**src/rtl/keypad_entry.sv**
```systemverilog
// Keypad numeric entry: BCD digit buffer with backspace/clear, sequential BCD-to-binary
// conversion on confirm, and a valid/ready result port. Define KEYPAD_ENTRY_AUTOCONFIRM_EN to auto-confirm a full buffer.
module keypad_entry #(
  parameter int DIGITS = 4,
  parameter int VAL_W  = 14
) (
  input  logic                  clk,
  input  logic                  rst,
  input  logic [15:0]           key_edge,
  input  logic                  out_ready,
  output logic [4*DIGITS-1:0]   digits,
  output logic [3:0]            count,
  output logic                  busy,
  output logic                  out_valid,
  output logic [VAL_W-1:0]      out_value,
  output logic                  err
);

  localparam int         DW      = 4 * DIGITS;
  localparam logic [3:0] CNT_MAX = 4'(DIGITS);
  localparam logic [2:0] IDX_TOP = 3'(DIGITS - 1);

  typedef enum logic [1:0] {ENTRY, CONVERT, HOLD} state_t;

  state_t            state_q, state_d;
  logic [DW-1:0]     digits_q, digits_d;
  logic [3:0]        count_q, count_d;
  logic [VAL_W-1:0]  acc_q, acc_d;
  logic [2:0]        idx_q, idx_d;
  logic              busy_q, busy_d;
  logic              out_valid_q, out_valid_d;
  logic [VAL_W-1:0]  out_value_q, out_value_d;
  logic              err_q, err_d;

  logic [3:0]        key_code;
  logic              multi_key;
  logic              valid_key;
  logic [3:0]        cur_digit;
  logic [VAL_W-1:0]  acc_next;

  // NOTE: every variable written in an always_comb gets a default first, so no path leaves it unassigned and no latch is inferred.
  always_comb begin
    key_code = 4'd0;
    for (int k = 0; k < 16; k++) begin
      if (key_edge[k]) key_code = 4'(k);
    end
  end

  // Clearing the lowest set bit leaves something only when two or more keys fired together.
  assign multi_key = (key_edge & (key_edge - 16'd1)) != 16'd0;
  assign valid_key = (|key_edge) && !multi_key && (key_code <= 4'd12);

  assign cur_digit = digits_q[{idx_q, 2'b00} +: 4];
  assign acc_next  = (acc_q << 3) + (acc_q << 1) + VAL_W'(cur_digit);

  always_comb begin
    state_d     = state_q;
    digits_d    = digits_q;
    count_d     = count_q;
    acc_d       = acc_q;
    idx_d       = idx_q;
    out_valid_d = out_valid_q;
    out_value_d = out_value_q;
    err_d       = multi_key;

    case (state_q)
      ENTRY: begin
        if (valid_key) begin
          if (key_code <= 4'd9) begin
            if (count_q == CNT_MAX) begin
              err_d = 1'b1;
            end else begin
              digits_d = (digits_q << 4) | DW'(key_code);
              count_d  = count_q + 4'd1;
`ifdef KEYPAD_ENTRY_AUTOCONFIRM_EN
              if (count_q == CNT_MAX - 4'd1) begin
                acc_d   = '0;
                idx_d   = IDX_TOP;
                state_d = CONVERT;
              end
`endif
            end
          end else if (key_code == 4'd10) begin
            if (count_q == 4'd0) begin
              err_d = 1'b1;
            end else begin
              digits_d = digits_q >> 4;
              count_d  = count_q - 4'd1;
            end
          end else if (key_code == 4'd11) begin
            digits_d = '0;
            count_d  = 4'd0;
          end else begin
            if (count_q == 4'd0) begin
              err_d = 1'b1;
            end else begin
              acc_d   = '0;
              idx_d   = IDX_TOP;
              state_d = CONVERT;
            end
          end
        end
      end

      CONVERT: begin
        err_d = multi_key || valid_key;
        acc_d = acc_next;
        idx_d = idx_q - 3'd1;
        if (idx_q == 3'd0) begin
          out_value_d = acc_next;
          out_valid_d = 1'b1;
          state_d     = HOLD;
        end
      end

      HOLD: begin
        err_d = multi_key || valid_key;
        if (out_ready) begin
          out_valid_d = 1'b0;
          digits_d    = '0;
          count_d     = 4'd0;
          state_d     = ENTRY;
        end
      end

      default: state_d = ENTRY;
    endcase

    busy_d = (state_d != ENTRY);
  end

  // NOTE: sequential state uses non-blocking assignments so every flop samples the pre-edge values of the others.
  always_ff @(posedge clk) begin
    if (rst) begin
      state_q     <= ENTRY;
      digits_q    <= '0;
      count_q     <= 4'd0;
      acc_q       <= '0;
      idx_q       <= 3'd0;
      busy_q      <= 1'b0;
      out_valid_q <= 1'b0;
      out_value_q <= '0;
      err_q       <= 1'b0;
    end else begin
      state_q     <= state_d;
      digits_q    <= digits_d;
      count_q     <= count_d;
      acc_q       <= acc_d;
      idx_q       <= idx_d;
      busy_q      <= busy_d;
      out_valid_q <= out_valid_d;
      out_value_q <= out_value_d;
      err_q       <= err_d;
    end
  end

  assign digits    = digits_q;
  assign count     = count_q;
  assign busy      = busy_q;
  assign out_valid = out_valid_q;
  assign out_value = out_value_q;
  assign err       = err_q;

endmodule

```
**config.mk**
```make
export PLATFORM = sky130hd
export DESIGN_NAME = keypad_entry
export DESIGN_NICKNAME = d
export VERILOG_FILES = /design/src/rtl/keypad_entry.sv
export SDC_FILE = /design/constraint.sdc
export NUM_CORES = 1
export LEC_CHECK = 0
export BUFFER_PORTS_ARGS = -buffer_cell sky130_fd_sc_hd__buf_2
export CORE_ASPECT_RATIO = 0.9
export CORE_MARGIN = 3
export CORE_UTILIZATION = 58
export CTS_CLUSTER_SIZE = 12
export DETAILED_ROUTE_END_ITERATION = 8
export GPL_ROUTABILITY_DRIVEN = 0
export GPL_TIMING_DRIVEN = 0
export PLACE_DENSITY = 0.92
export SYNTH_ARGS = -nofsm -noshare
export SYNTH_HDL_FRONTEND = slang
export SYNTH_SLANG_ARGS = --single-unit
export TNS_END_PERCENT = 5
```
**constraint.sdc**
```tcl
create_clock -name clk -period 4.1 [get_ports clk]
set_input_delay 0.82 -clock clk [delete_from_list [all_inputs] [get_ports clk]]
set_output_delay 0.82 -clock clk [all_outputs]
set_load 0.1 [all_outputs]
```
==> results list <==
* Half-perimeter wire length after placement: 7.649 mm
- Number of global-route vias before repair: 3,649
* Starting DRT DRC Count: 451
* Buffering stage count on the worst path with inverters included: 1
- The first TritonRoute pass finished after 5 iterations.
- Post-Syn Instances: 445
- Worst Hold Slack: 0.4561 ns
* Fill cell count: 469
* Family with the most delay on the worst path: adder cells
- With fillers left out, the area of the finished cells amounts to 4177 um^2.
* Min-delay worst type: register to register
- Summed over all layers, the global routing overflow is 0.
- Worst Max-Slew Pin Slew: 0.7464 ns
* Highest clock frequency the design can meet: 0.2630 GHz
- Clock latency reported for the late side of the worst-skew pair: 0.32 ns
- Worst Setup Start Kind: register
- Walking the worst path, the cells encountered are clkbuf_1, mux4_2, nor2b_1, fa_1, fa_1, a21oi_1, o2111a_1, o31ai_1, xor2_1, nand3_1, a21oi_1.
- Most used flip-flop cell after synthesis: sky130_fd_sc_hd__dfxtp_1
- Sum of negative setup slack: 0 ns
- Met3 wire length: 1.019 mm
- Via/cell ratio: 6.511
- Chip height: 81.81 um
- Crit Path Category: register to register
* Post-route DRC violation count: 0
* Final Instance Count excl. Fillers: 589
* CP endpoint kind: register
- I/O Buffers: 53
- The H-tree was split into 2 levels.
- Counting tap cells, the placed design contains a total of 582 instances.
* Final slew viol count: 0
* Total clock sinks: 55
- After detailed routing, the met2 layer carries 4.690 mm of wire.
* Wire length of the first global-routing pass: 17.09 mm
* Critical Path AT: 4.05 ns
- The detail route stage leaves a number of antenna-violating nets equal to 0.
- Final hold violation count: 0
- Pin count of the biggest net entering global routing: 16
* Data required time at the worst endpoint: 4.35 ns
- Area used by multi-input combinational logic: 2419 um^2
* Design Power: 0.9620 mW
- Area taken by flip-flops and latches: 1101 um^2
- In this run the mean area of a mapped cell was 8.323 um^2.
- Global routing consumed, over all layers together, 28.42% of the routing resources.
- After layout, the worst path uses 92.73% of the clock period.
* Post-CTS repair timing setup buffer count: 0
* Number of top-level pins: 56
- In this run the deepest clock path goes through 2 buffers.
- In this run the top signal layer used is met4.
- The analysis attributes to cell leakage a power of 1.728 nW.
- Worst IR drop on VDD: 0.0002414 V
- Netlist cell types: 62
- Final nets: 556
- Post-CTS repair changed the size of 0 cells.
* Total of flip-flops plus latches after synthesis: 55
- Row Count: 26
- Cells with a size suffix above 1 make up 15.64% of the layout.
- Delay of the slowest critical-path stage: 0.56 ns
- Final min period: 3.802 ns
- Clock skew on the completed layout was measured at 0.008522 ns.
- Counting flops with an async set or reset pin after synthesis yields a share of 0%.
* TritonCTS clock tree: done
- Seq/Total Area, Yosys: 29.73%
* Unrepaired setup endpoints after global routing: false
- Max-Slew Margin vs Limit: 49.86%
- After clock tree synthesis, the clock-pin slew on the worst setup and hold paths is 0.10 ns.
* Endpoints failing setup: 0
- CTS Hold Buffers Added: 0
- Most common library cell in the layout ignoring fill and taps: sky130_fd_sc_hd__nand2_1
- For this configuration, the core starts out at a cell density of 62.55%.
* Width of the chip: 90.23 um
- Max-capacitance violation count: 0
* Diodes inserted: 0
* Commonest non-fill, non-tap cells in the layout: sky130_fd_sc_hd__nand2_1, sky130_fd_sc_hd__buf_2, sky130_fd_sc_hd__dfxtp_1, sky130_fd_sc_hd__a21oi_1, sky130_fd_sc_hd__ha_1
* Detailed Route WL: 10.40 mm
* Cell Pwr Density: 230.3 nW/um^2
- Total number of vias: 3,835
- Routed wire per std cell: 17.66 um
- CTS placed an instance of sky130_fd_sc_hd__clkbuf_8 at the clock tree root.
- Die area: 7382 um^2
* Area of the mapped netlist: 3704 um^2
* Net count after synthesis: 496
* Number of synthesized flops with an enable pin: 0
- Met1 routed wirelength after detailed routing: 4.442 mm
- The placed instances occupy a cell area of 4074 um^2.
- Clock buffers created by TritonCTS: 5
- CP Max Fanout: 7
* Relative area change from synthesis to final layout: 12.77%
* Highest-delay cell along the critical path: sky130_fd_sc_hd__mux4_2
* Area inside the core boundary: 5921 um^2
* Run status: finished, final reports clean
- The number of antenna violations at the first check in global routing is 0.
- Yosys synthesis warning count: 0
worst register-to-register path, stage by stage, from the launching register on:
cell	delay [ns]
sky130_fd_sc_hd__dfxtp_1	0.32
sky130_fd_sc_hd__clkbuf_1	0.34
sky130_fd_sc_hd__mux4_2	0.56
sky130_fd_sc_hd__nor2b_1	0.16
sky130_fd_sc_hd__fa_1	0.49
sky130_fd_sc_hd__fa_1	0.48
sky130_fd_sc_hd__a21oi_1	0.34
sky130_fd_sc_hd__o2111a_1	0.31
sky130_fd_sc_hd__o31ai_1	0.10
sky130_fd_sc_hd__xor2_1	0.32
sky130_fd_sc_hd__nand3_1	0.14
sky130_fd_sc_hd__a21oi_1	0.17
sequential cells by signal, summed over array words and instances (netlist names):
register	count
out_value	14
count	4
out_valid	1
acc_q	13
idx_q	3
digits	16
state_q	2
err	1
busy	1
synth_stat cells, drive strengths merged (5+ instances only):
master	instances	area, um^2
inv	14	52.55
a211oi	6	45.04
buf	7	45.04
nor4	6	37.54
a22o	8	70.07
or4	7	52.55
nor2	25	93.84
nor2b	7	43.79
dfxtp	55	1101
mux2i	16	160.2
o41ai	5	73.82
a21oi	37	185.2
xnor2	10	87.58
nand2	67	251.5
ha	30	375.4
a311oi	5	43.79
o21ai	12	63.81
nor3	17	90.09
clkbuf	23	86.33
nand3	16	80.08
layout make-up:
type | instances | share of cell area (%)
inverter | 14 | 1.258
timing repair buffer | 53 | 6.351
sequential | 55 | 26.36
clock inverter | 1 | 0.7190
clock buffer | 6 | 1.738
multi-input combinational | 346 | 57.91
buffer | 30 | 3.146
tap | 84 | 2.516
worst paths after layout:
kind | to | startpoint | slack [ns] | cells after the start
max | acc_q[12]$_SDFFE_PP0P_ | idx_q[0]$_SDFFE_PP0P_ | 0.30 | 11
min | out_value[7]$_SDFFE_PP0P_ | out_value[7]$_SDFFE_PP0P_ | 0.46 | 2
max reg2reg | acc_q[12]$_SDFFE_PP0P_ | idx_q[0]$_SDFFE_PP0P_ | 0.30 | 11
min reg2reg | out_value[7]$_SDFFE_PP0P_ | out_value[7]$_SDFFE_PP0P_ | 0.46 | 2
per-layer routing:
layer,vias up,track usage [%]
met5,-,0
li1,1767,-
met3,28,5.311
met2,238,47.73
met4,0,12.23
met1,1802,36.38
stage by stage:
stage,utilization [%],setup slack (ns)
after CTS,70.54,0.3998
after detailed placement,68.81,0.4527
final,70.54,0.2982
after global placement,68.81,0.5495
after global routing,70.54,0.2731
after floorplan,-,0.6846
power breakdown:
part / internal, mW / switching (mW) / leakage [nW]
clock network: 0.180 / 0.186 / 0.0513
registers: 0.534 / 0.0000993 / 0.443
logic: 0.0188 / 0.0436 / 1.23
total: 0.733 / 0.229 / 1.73
kinds of logic after synthesis:
group,Yosys count,share of synthesized area [%]
buffers and inverters,44,4.966
AO/OA/AOI/OAI,116,22.94
adder cells (fa/ha/maj),32,11.22
multiplexers,20,6.757
flip-flops,55,29.73
AND/OR/NAND/NOR,166,21.55
XOR/XNOR,12,2.838
Note: power is estimated with default switching activity, not from simulation.
